File: src/rtl/feed_pkg.sv
// Shared types for the feed arbiter: default beat geometry, beat record and FSM states.
package feed_pkg;

  localparam int C_PKT_BEAT_BYTES_DEF  = 8;
  localparam int C_PKT_DATA_WIDTH_DEF  = C_PKT_BEAT_BYTES_DEF * 8;
  localparam int C_PKT_EMPTY_WIDTH_DEF = $clog2(C_PKT_BEAT_BYTES_DEF);

  typedef struct packed {
    logic                             vld;
    logic                             sop;
    logic                             eop;
    logic [C_PKT_DATA_WIDTH_DEF-1:0]  dat;
    logic [C_PKT_EMPTY_WIDTH_DEF-1:0] emt;
    logic                             err;
  } t_pkt;

  typedef enum logic [0:0] {
    ST_IDLE   = 1'b0,
    ST_ACTIVE = 1'b1
  } t_state;

endpackage

File: src/rtl/rr_arbiter.sv
// Round-robin picker: first requester strictly after the last winner, with wrap.
module rr_arbiter #(
  parameter int C_NUM_PORTS = 4,
  parameter int C_IDX_WIDTH = $clog2(C_NUM_PORTS)
) (
  input  logic [C_NUM_PORTS-1:0] req,
  input  logic [C_IDX_WIDTH-1:0] last,
  output logic [C_NUM_PORTS-1:0] gnt_onehot,
  output logic [C_IDX_WIDTH-1:0] gnt_idx,
  output logic                   gnt_any
);

  logic [C_IDX_WIDTH:0] cand_s;

  // Walk ports last+1 .. last+N modulo N and take the first request.
  always_comb begin
    gnt_any = 1'b0;
    gnt_idx = '0;
    cand_s  = '0;
    for (int i = 1; i <= C_NUM_PORTS; i++) begin
      cand_s = {1'b0, last} + (C_IDX_WIDTH + 1)'(i);
      if (cand_s >= (C_IDX_WIDTH + 1)'(C_NUM_PORTS)) begin
        cand_s = cand_s - (C_IDX_WIDTH + 1)'(C_NUM_PORTS);
      end else begin
        cand_s = cand_s;
      end
      if (!gnt_any && req[cand_s[C_IDX_WIDTH-1:0]]) begin
        gnt_any = 1'b1;
        gnt_idx = cand_s[C_IDX_WIDTH-1:0];
      end else begin
        gnt_any = gnt_any;
      end
    end
  end

  // One-hot form of the winner, empty when nobody requests.
  always_comb begin
    if (gnt_any) begin
      gnt_onehot = {{(C_NUM_PORTS-1){1'b0}}, 1'b1} << gnt_idx;
    end else begin
      gnt_onehot = '0;
    end
  end

endmodule

File: src/rtl/feed_arbiter.sv
// Packet-granular round-robin merge of several Avalon-ST feed sources into one stream,
// discarding orphan beats that arrive while no packet is open.
module feed_arbiter
  import feed_pkg::*;
#(
  parameter  int C_NUM_PORTS       = 4,
  parameter  int C_PKT_BEAT_BYTES  = C_PKT_BEAT_BYTES_DEF,
  parameter  int C_DROP_CNT_WIDTH  = 16,
  localparam int C_PKT_DATA_WIDTH  = C_PKT_BEAT_BYTES * 8,
  localparam int C_PKT_EMPTY_WIDTH = $clog2(C_PKT_BEAT_BYTES),
  localparam int C_PORT_WIDTH      = $clog2(C_NUM_PORTS)
) (
  input  logic                                      clk,
  input  logic                                      reset,
  input  logic [C_NUM_PORTS-1:0]                    in_valid,
  input  logic [C_NUM_PORTS-1:0]                    in_startofpacket,
  input  logic [C_NUM_PORTS-1:0]                    in_endofpacket,
  input  logic [C_NUM_PORTS-1:0]                    in_error,
  input  logic [C_NUM_PORTS*C_PKT_DATA_WIDTH-1:0]   in_data,
  input  logic [C_NUM_PORTS*C_PKT_EMPTY_WIDTH-1:0]  in_empty,
  output logic [C_NUM_PORTS-1:0]                    in_ready,
  output logic                                      out_valid,
  output logic                                      out_startofpacket,
  output logic                                      out_endofpacket,
  output logic                                      out_error,
  output logic [C_PKT_DATA_WIDTH-1:0]               out_data,
  output logic [C_PKT_EMPTY_WIDTH-1:0]              out_empty,
  input  logic                                      out_ready,
  output logic [C_PORT_WIDTH-1:0]                   out_port,
  output logic [C_DROP_CNT_WIDTH-1:0]               drop_cnt
);

  localparam int C_SUM_WIDTH = C_DROP_CNT_WIDTH + 4;

  t_state                       state_r;
  t_state                       state_nxt_s;
  logic [C_PORT_WIDTH-1:0]      grant_r;
  logic [C_NUM_PORTS-1:0]       grant_oh_r;
  logic [C_PORT_WIDTH-1:0]      last_r;
  logic                         first_r;

  logic [C_NUM_PORTS-1:0]       cand_s;
  logic [C_NUM_PORTS-1:0]       orphan_s;
  logic [C_NUM_PORTS-1:0]       gnt_oh_s;
  logic [C_PORT_WIDTH-1:0]      gnt_idx_s;
  logic                         gnt_any_s;
  logic                         arb_load_s;
  logic                         slot_free_s;
  logic                         xfer_s;

  logic                         sel_vld_s;
  logic                         sel_sop_s;
  logic                         sel_eop_s;
  logic                         sel_err_s;
  logic [C_PKT_DATA_WIDTH-1:0]  sel_data_s;
  logic [C_PKT_EMPTY_WIDTH-1:0] sel_empty_s;

  logic [3:0]                   drop_inc_s;
  logic [C_SUM_WIDTH-1:0]       drop_sum_s;
  logic [C_DROP_CNT_WIDTH-1:0]  drop_nxt_s;

  assign cand_s      = in_valid & in_startofpacket;
  assign orphan_s    = in_valid & ~in_startofpacket;
  assign slot_free_s = ~out_valid | out_ready;
  assign arb_load_s  = (state_r == ST_IDLE) & gnt_any_s;
  assign xfer_s      = (state_r == ST_ACTIVE) & sel_vld_s & slot_free_s;

  rr_arbiter #(
    .C_NUM_PORTS (C_NUM_PORTS),
    .C_IDX_WIDTH (C_PORT_WIDTH)
  ) u_rr (
    .req        (cand_s),
    .last       (last_r),
    .gnt_onehot (gnt_oh_s),
    .gnt_idx    (gnt_idx_s),
    .gnt_any    (gnt_any_s)
  );

  // Ready: orphans are swallowed while idle, only the owner may advance while active.
  always_comb begin
    in_ready = '0;
    if (reset) begin
      in_ready = '0;
    end else begin
      case (state_r)
        ST_IDLE:   in_ready = orphan_s;
        ST_ACTIVE: in_ready = grant_oh_r & {C_NUM_PORTS{slot_free_s}};
        default:   in_ready = '0;
      endcase
    end
  end

  // AND-OR mux of the granted port's beat; grant_oh_r is always one-hot.
  always_comb begin
    sel_vld_s   = 1'b0;
    sel_sop_s   = 1'b0;
    sel_eop_s   = 1'b0;
    sel_err_s   = 1'b0;
    sel_data_s  = '0;
    sel_empty_s = '0;
    for (int p = 0; p < C_NUM_PORTS; p++) begin
      sel_vld_s   = sel_vld_s | (in_valid[p] & grant_oh_r[p]);
      sel_sop_s   = sel_sop_s | (in_startofpacket[p] & grant_oh_r[p]);
      sel_eop_s   = sel_eop_s | (in_endofpacket[p] & grant_oh_r[p]);
      sel_err_s   = sel_err_s | (in_error[p] & grant_oh_r[p]);
      sel_data_s  = sel_data_s |
                    (in_data[p*C_PKT_DATA_WIDTH +: C_PKT_DATA_WIDTH] & {C_PKT_DATA_WIDTH{grant_oh_r[p]}});
      sel_empty_s = sel_empty_s |
                    (in_empty[p*C_PKT_EMPTY_WIDTH +: C_PKT_EMPTY_WIDTH] & {C_PKT_EMPTY_WIDTH{grant_oh_r[p]}});
    end
  end

  // Next-state: leave ACTIVE right after the end-of-packet beat is taken.
  always_comb begin
    state_nxt_s = state_r;
    case (state_r)
      ST_IDLE: begin
        if (gnt_any_s) begin
          state_nxt_s = ST_ACTIVE;
        end else begin
          state_nxt_s = ST_IDLE;
        end
      end
      ST_ACTIVE: begin
        if (xfer_s && sel_eop_s) begin
          state_nxt_s = ST_IDLE;
        end else begin
          state_nxt_s = ST_ACTIVE;
        end
      end
      default: state_nxt_s = ST_IDLE;
    endcase
  end

  // Number of orphan beats swallowed this cycle, added with saturation.
  always_comb begin
    drop_inc_s = 4'd0;
    drop_nxt_s = drop_cnt;
    for (int p = 0; p < C_NUM_PORTS; p++) begin
      drop_inc_s = drop_inc_s + 4'((state_r == ST_IDLE) & orphan_s[p]);
    end
    drop_sum_s = C_SUM_WIDTH'(drop_cnt) + C_SUM_WIDTH'(drop_inc_s);
    if (drop_sum_s > C_SUM_WIDTH'({C_DROP_CNT_WIDTH{1'b1}})) begin
      drop_nxt_s = '1;
    end else begin
      drop_nxt_s = drop_sum_s[C_DROP_CNT_WIDTH-1:0];
    end
  end

  // FSM state, grant and round-robin pointer.
  always_ff @(posedge clk or posedge reset) begin
    if (reset) begin
      state_r    <= ST_IDLE;
      grant_r    <= '0;
      grant_oh_r <= {{(C_NUM_PORTS-1){1'b0}}, 1'b1};
      last_r     <= C_PORT_WIDTH'(C_NUM_PORTS - 1);
      first_r    <= 1'b0;
    end else begin
      state_r <= state_nxt_s;
      if (arb_load_s) begin
        grant_r    <= gnt_idx_s;
        grant_oh_r <= gnt_oh_s;
        last_r     <= gnt_idx_s;
        first_r    <= 1'b1;
      end else if (xfer_s) begin
        first_r <= 1'b0;
      end
    end
  end

  // Single output register stage; a second sop inside a packet is flagged as an error.
  always_ff @(posedge clk or posedge reset) begin
    if (reset) begin
      out_valid         <= 1'b0;
      out_startofpacket <= 1'b0;
      out_endofpacket   <= 1'b0;
      out_error         <= 1'b0;
      out_data          <= '0;
      out_empty         <= '0;
      out_port          <= '0;
    end else if (xfer_s) begin
      out_valid         <= 1'b1;
      out_startofpacket <= sel_sop_s;
      out_endofpacket   <= sel_eop_s;
      out_error         <= sel_err_s | (sel_sop_s & ~first_r);
      out_data          <= sel_data_s;
      out_empty         <= sel_empty_s;
      out_port          <= grant_r;
    end else if (out_ready) begin
      out_valid <= 1'b0;
    end
  end

  // Orphan-beat drop counter.
  always_ff @(posedge clk or posedge reset) begin
    if (reset) begin
      drop_cnt <= '0;
    end else begin
      drop_cnt <= drop_nxt_s;
    end
  end

endmodule

File: config.mk
export PLATFORM = sky130hd
export DESIGN_NAME = feed_arbiter
export DESIGN_NICKNAME = d
export VERILOG_FILES = /design/src/rtl/feed_pkg.sv /design/src/rtl/rr_arbiter.sv /design/src/rtl/feed_arbiter.sv
export SDC_FILE = /design/constraint.sdc
export NUM_CORES = 1
export LEC_CHECK = 0
export CAP_MARGIN = 15
export CORE_AREA = 2 2 147 149
export CTS_CLUSTER_DIAMETER = 120
export DETAILED_ROUTE_END_ITERATION = 10
export DIE_AREA = 0 0 149 151
export GPL_TIMING_DRIVEN = 0
export PLACE_DENSITY = 0.64
export SYNTH_ARGS = -nofsm -noshare
export SYNTH_HDL_FRONTEND = slang
export SYNTH_SLANG_ARGS = --single-unit
File: constraint.sdc
create_clock -name clk -period 3.8 [get_ports clk]
set_input_delay 0.76 -clock clk [delete_from_list [all_inputs] [get_ports clk]]
set_output_delay 0.76 -clock clk [all_outputs]
set_load 0.005 [all_outputs]
Word-level counts from Yosys, hierarchy flattened
Index checks and enable logic that the tools add are counted.
Word-level totals
  logic and storage cells: 134
  bits of input ports: 287
  register bits after elaboration: 99
Operators by class
  shift operators: 1
  reduce and logical (&&, ||, !) cells: 9
  bitwise operators: 59
  $add $sub $neg: 12
  $lt $le $gt $ge: 9
  mux-type cells: 31
Operators by type and width (number)
  64-bit bitwise AND: 4
  64-bit OR: 3
  1-bit bitwise AND: 24
  16-bit by 4-bit adder with 17-bit output: 1
  17-bit by 16-bit > comparator with 1-bit output (second input constant): 1
  16-bit two-way mux: 1
  2-bit two-way mux: 8
  1-bit two-way mux: 14
  1-bit OR: 14
  3-bit bitwise AND: 4
  4-bit bitwise AND: 3
  3-bit >= comparator (second input constant): 4
  2-bit by 3-bit < comparator with 1-bit output (second input constant): 4
  3-bit OR: 3
  1-bit binary-select mux with 2-bit select: 4
  4-bit two-way mux: 2
  4-bit one-hot mux with 2 select lines: 1
  2-bit by 1-bit subtractor with 2-bit output (second input constant): 4
  2-bit by 2-bit adder with 3-bit output (second input constant): 2
  3-bit by 1-bit adder with 4-bit output: 1
  1-bit logical AND: 4
  4-bit NOT: 1
  2-bit nonzero test: 2
  1-bit by 2-bit << shifter with 4-bit output (first input constant): 1
  7 further kinds: 11

Logic depth before layout (Yosys ltp)
  word-level depth: 17
  mapped depth: 12
  depth with buffers taken out: 10

By module
A second synthesis with hierarchy kept.
Second synthesis, totals
  cell total of the unflattened synthesis: 581
  area total of the unflattened synthesis: 5492.8 sq um
By module, submodules not included
  feed_arbiter: instances 1, cells each 551, sequential area each 2481.1 sq um, area each 5291.3 sq um
  rr_arbiter: instances 1, cells each 30, sequential area each 0.0 sq um, area each 201.4 sq um

Worst setup path after synthesis
OpenSTA, ideal clock, no wires.
  kind: input -> register
  start point: input port in_startofpacket[0]
  end point: register drop_cnt[14]
  stages: 9
  library setup time: 0.125 ns
  buffers on the path: 0
  required time: 3.675 ns
  data arrival time: 3.004 ns
  slack: 0.672 ns
  cells stage by stage: nand3b_1 -> fa_1 -> fa_1 -> inv_1 -> fa_1 -> nand4_1 -> nor3_2 -> nand3_1 -> mux2_2
Between the ends
  cells in the longest elaborated chain, start to end: 9
RTL lines
  start: declaration: line feed_arbiter.sv:16  | input logic [C_NUM_PORTS-1:0] in_startofpacket,
  4-bit NOT (*): line feed_arbiter.sv:63  | assign orphan_s = in_valid & ~in_startofpacket;
  4-bit bitwise AND (*): line feed_arbiter.sv:63
  1-bit bitwise AND (*): line feed_arbiter.sv:140  | drop_inc_s = drop_inc_s + 4'((state_r == ST_IDLE) & orphan_s[p]);
  1-bit by 1-bit adder with 2-bit output (*): line feed_arbiter.sv:140
  2-bit by 1-bit adder with 3-bit output (*): line feed_arbiter.sv:140
  3-bit by 1-bit adder with 4-bit output (*): line feed_arbiter.sv:140
  16-bit by 4-bit adder with 17-bit output (*): line feed_arbiter.sv:142  | drop_sum_s = C_SUM_WIDTH'(drop_cnt) + C_SUM_WIDTH'(drop_inc_s);
  17-bit by 16-bit > comparator with 1-bit output: line feed_arbiter.sv:143  | if (drop_sum_s > C_SUM_WIDTH'({C_DROP_CNT_WIDTH{1'b1}})) begin
  16-bit two-way mux (*): line feed_arbiter.sv:143
  named net drop_nxt_s[14]: line feed_arbiter.sv:60  | logic [C_DROP_CNT_WIDTH-1:0] drop_nxt_s;
  end signal: assignment: line feed_arbiter.sv:199  | drop_cnt <= drop_nxt_s;
  end: declaration: line feed_arbiter.sv:30  | output logic [C_DROP_CNT_WIDTH-1:0] drop_cnt
The timed path passes the listed nets; every way through them passes the cells marked *.
A chain may end at the register's enable or synchronous reset.

Worst setup path after layout
  start point: input port in_startofpacket[0]
  end point: register drop_cnt[12]
Same word-level chain as after synthesis.

==> key figures <==
Synth
  – Top post-synthesis cells by area: dfrtp_1, a22o_1, a221oi_1, o21ai_0, nand2_1
  – Count of flip-flops with a built-in enable after synthesis: 0
  – Syn_nets: 845
  – Synth Cell Area: 0.005361 mm2
  – Post-synth top cells: dfrtp_1, nand2_1, o21ai_0, a22o_1, a221oi_1
  – Post-synthesis register bit count: 99
  – Total number of yosys warnings: 0
  – Prevailing post-synth register cell: dfrtp_1
  – Syn avg cell area: 9.678 um2
  – Syn Inst Count: 554
  – Yosys top cell by area: dfrtp_1
  – Library cells used by synthesis: 47
  – Most frequent cell after synthesis: dfrtp_1
  – Seq/Total Area, Yosys: 46.28%
  – Synth top area share: 44.81%
  – Async SR Flop Fraction: 100.0%

Power and ir drop
  – Overall power: 6.030 mW
  – Leak: 3.934 nW
  – PwrDens: 613.5 mW/mm2
  – Maximum VDD drop: 0.2770 mV

Clock network
  – CTS tree: done
  – H-tree Lvls: 3
  – Hold_buf cts: 0
  – Clock Latency Late Sink: 0.35 ns
  – Clock Pin Slew Worst Setup and Hold Paths: 0.07 ns
  – Clk sinks: 99
  – CTS Buffer Depth: 2
  – TritonCTS buffer count: 9
  – Root Buffer: clkbuf_16

GRT
  – Overall global routing resource usage: 23.17%
  – Largest net degree at the start of global routing: 60
  – First-pass GRT wire length: 38920 um
  – Initial antenna violation count: 0
  – Grt ovf: 0
  – Number of global-route vias before repair: 6416

Place
  – Port Buffers: 379
  – RePlAce Congestion: 0.8577
  – Pre-CTS setup slack: -0.2569 ns
  – Hpwl dp: 21260 um

Cells and area
  – Layout area overhead: 83.31%
  – Final core occ: 47.20%
  – Ratio of cells with drive above 1 in the final layout: 4.937%
  – Diodes inserted: 0
  – Nets: 1239

Floorplan
  – # IOs: 380
  – Core ar.: 0.02082 mm2
  – Row count: 53
  – Full die area: 0.02250 mm2
  – Height of the chip: 151 um
  – Starting Density: 25.75%
  – Die width: 149 um

STA
  – Worst Skew: 0.008235 ns
  – Tightest hold margin: 0.4782 ns
  – Worst slew pin tran: 0.9176 ns
  – Final Slew Violations: 0
  – Hold Fails Final Rpt: 0
  – Tmin final: 3.555 ns
  – Slew headroom: 38.83%
  – Final worst-path cycle share: 93.54%
  – Fmax: 281.3 MHz
  – RSZ-0062 raised after global routing: no
  – Final setup viols: 0
  – Final WS setup: 0.2453 ns

Worst setup path
  – CP required: 4.03 ns
  – Critical Path AT: 3.78 ns
  – R2R setup slack: 0.36 ns
  – Worst setup path category: primary input to flip-flop
  – CP Capture Type: flip-flop
  – Worst Path Max Fanout: 5
  – Startpoint types: primary input

Routing
  – Vias/cell: 5.090
  – Remaining antenna violation count after routing: 0
  – Routed vias: 6245
  – Final wirelength: 27100 um
  – DRC: 0
  – Length of the first detailed-routing pass in iterations: 5
  – Drt first-iter violations: 329
  – WL/cell: 22.08 um

Status
  – Run status: complete, no violations

Hold path
  – HP Class: flip-flop to flip-flop

Flow run
  – Max Cap Viol: 0
## state kept, by name, indices dropped and copies added (netlist names)
register,cells
out_data,64
drop_cnt,16
grant_oh_r,4
out_empty,3
grant_r,2
last_r,2
out_port,2
first_r,1
out_endofpacket,1
out_error,1
out_startofpacket,1
out_valid,1
state_r,1
## layout make-up
class	instances	area (um2)
clock buffers	11	242.7
well taps	275	344.1
multi-input cells	396	2635
plain buffers	49	214.0
clock inverters	4	27.53
repair buffers	383	3844
fillers	2043	10990
flip-flops and latches	99	2481
inverters	10	40.04
## routing by layer
layer | routed length (um) | GRT usage [%] | vias up
met5 | 0 | 0 | -
met2 | 13640 | 41.43 | 256
met3 | 1932 | 4.548 | 35
met4 | 622 | 7.524 | 0
li1 | - | - | 2923
met1 | 10900 | 28.02 | 3031
## what timing repair did
action                                  in CTS  in global routing
buffers inserted                             0                  3
endpoints found under the setup margin       0                 10
resized for setup                            0                  1
## cells by family (layout without fill, tap and decap cells)
family / Yosys count / in the layout / synth area share [%]
xor+xnor: 7 / 7 / 1.144
simple gates: 134 / 134 / 10.92
mux: 4 / 4 / 0.8401
compound gates: 247 / 247 / 34.77
flops: 99 / 99 / 46.28
buf+inv: 59 / 457 / 4.691
fa+ha+maj: 4 / 4 / 1.354
## metrics by stage
step                      instances  area, um2  TNS [ns]
final                          1227       9828         0
after global routing           1227       9828         0
after CTS                      1224       9799         0
after detailed placement       1209       9529    -2.942
after global placement         1208       9499   -129.21
after floorplan                 554       5361         0
## cells in the final DEF, fill, tap and decap left out, drive strengths merged, types with 5 or more instances in the layout
cell / Yosys / routed
a21oi: 11 / 11
a221oi: 69 / 69
a22o: 72 / 72
and3: 5 / 5
buf: 26 / 30
clkbuf: 23 / 34
clkdlybuf4s50: 0 / 379
dfrtp: 96 / 96
inv: 10 / 10
nand2: 95 / 95
nand3: 6 / 6
nor2: 10 / 10
o21ai: 75 / 75
xnor2: 6 / 6
## worst max-delay path, stage by stage
cell and delay, ns:
clkdlybuf4s50_1 0.49, nand3b_1 0.26, fa_1 0.51, fa_1 0.44, inv_1 0.08, fa_1 0.22
nand4_1 0.23, buf_4 0.22, nor4_1 0.34, xnor2_1 0.16, nand2_1 0.07
## report_power, final
group          leakage, nW  internal [mW]  switching, mW
clock                0.124          0.458          0.404
sequential            1.25           1.49          0.238
combinational         2.56           1.67           1.77
total                 3.93           3.62           2.41
## final timing paths
| kind | startpoint | endpoint | cells past startpoint |
|---|---|---|---|
| setup reg to reg | state_r | drop_cnt[12] | 12 |
| max in group asynchronous | reset | last_r[1] | 3 |
| hold reg to reg | out_data[7] | out_data[7] | 2 |
| min in group asynchronous | reset | out_valid | 2 |
| setup / recovery | in_startofpacket[0] | drop_cnt[12] | 11 |
| hold / removal | out_data[7] | out_data[7] | 2 |
(Power assumes the default switching activity.)
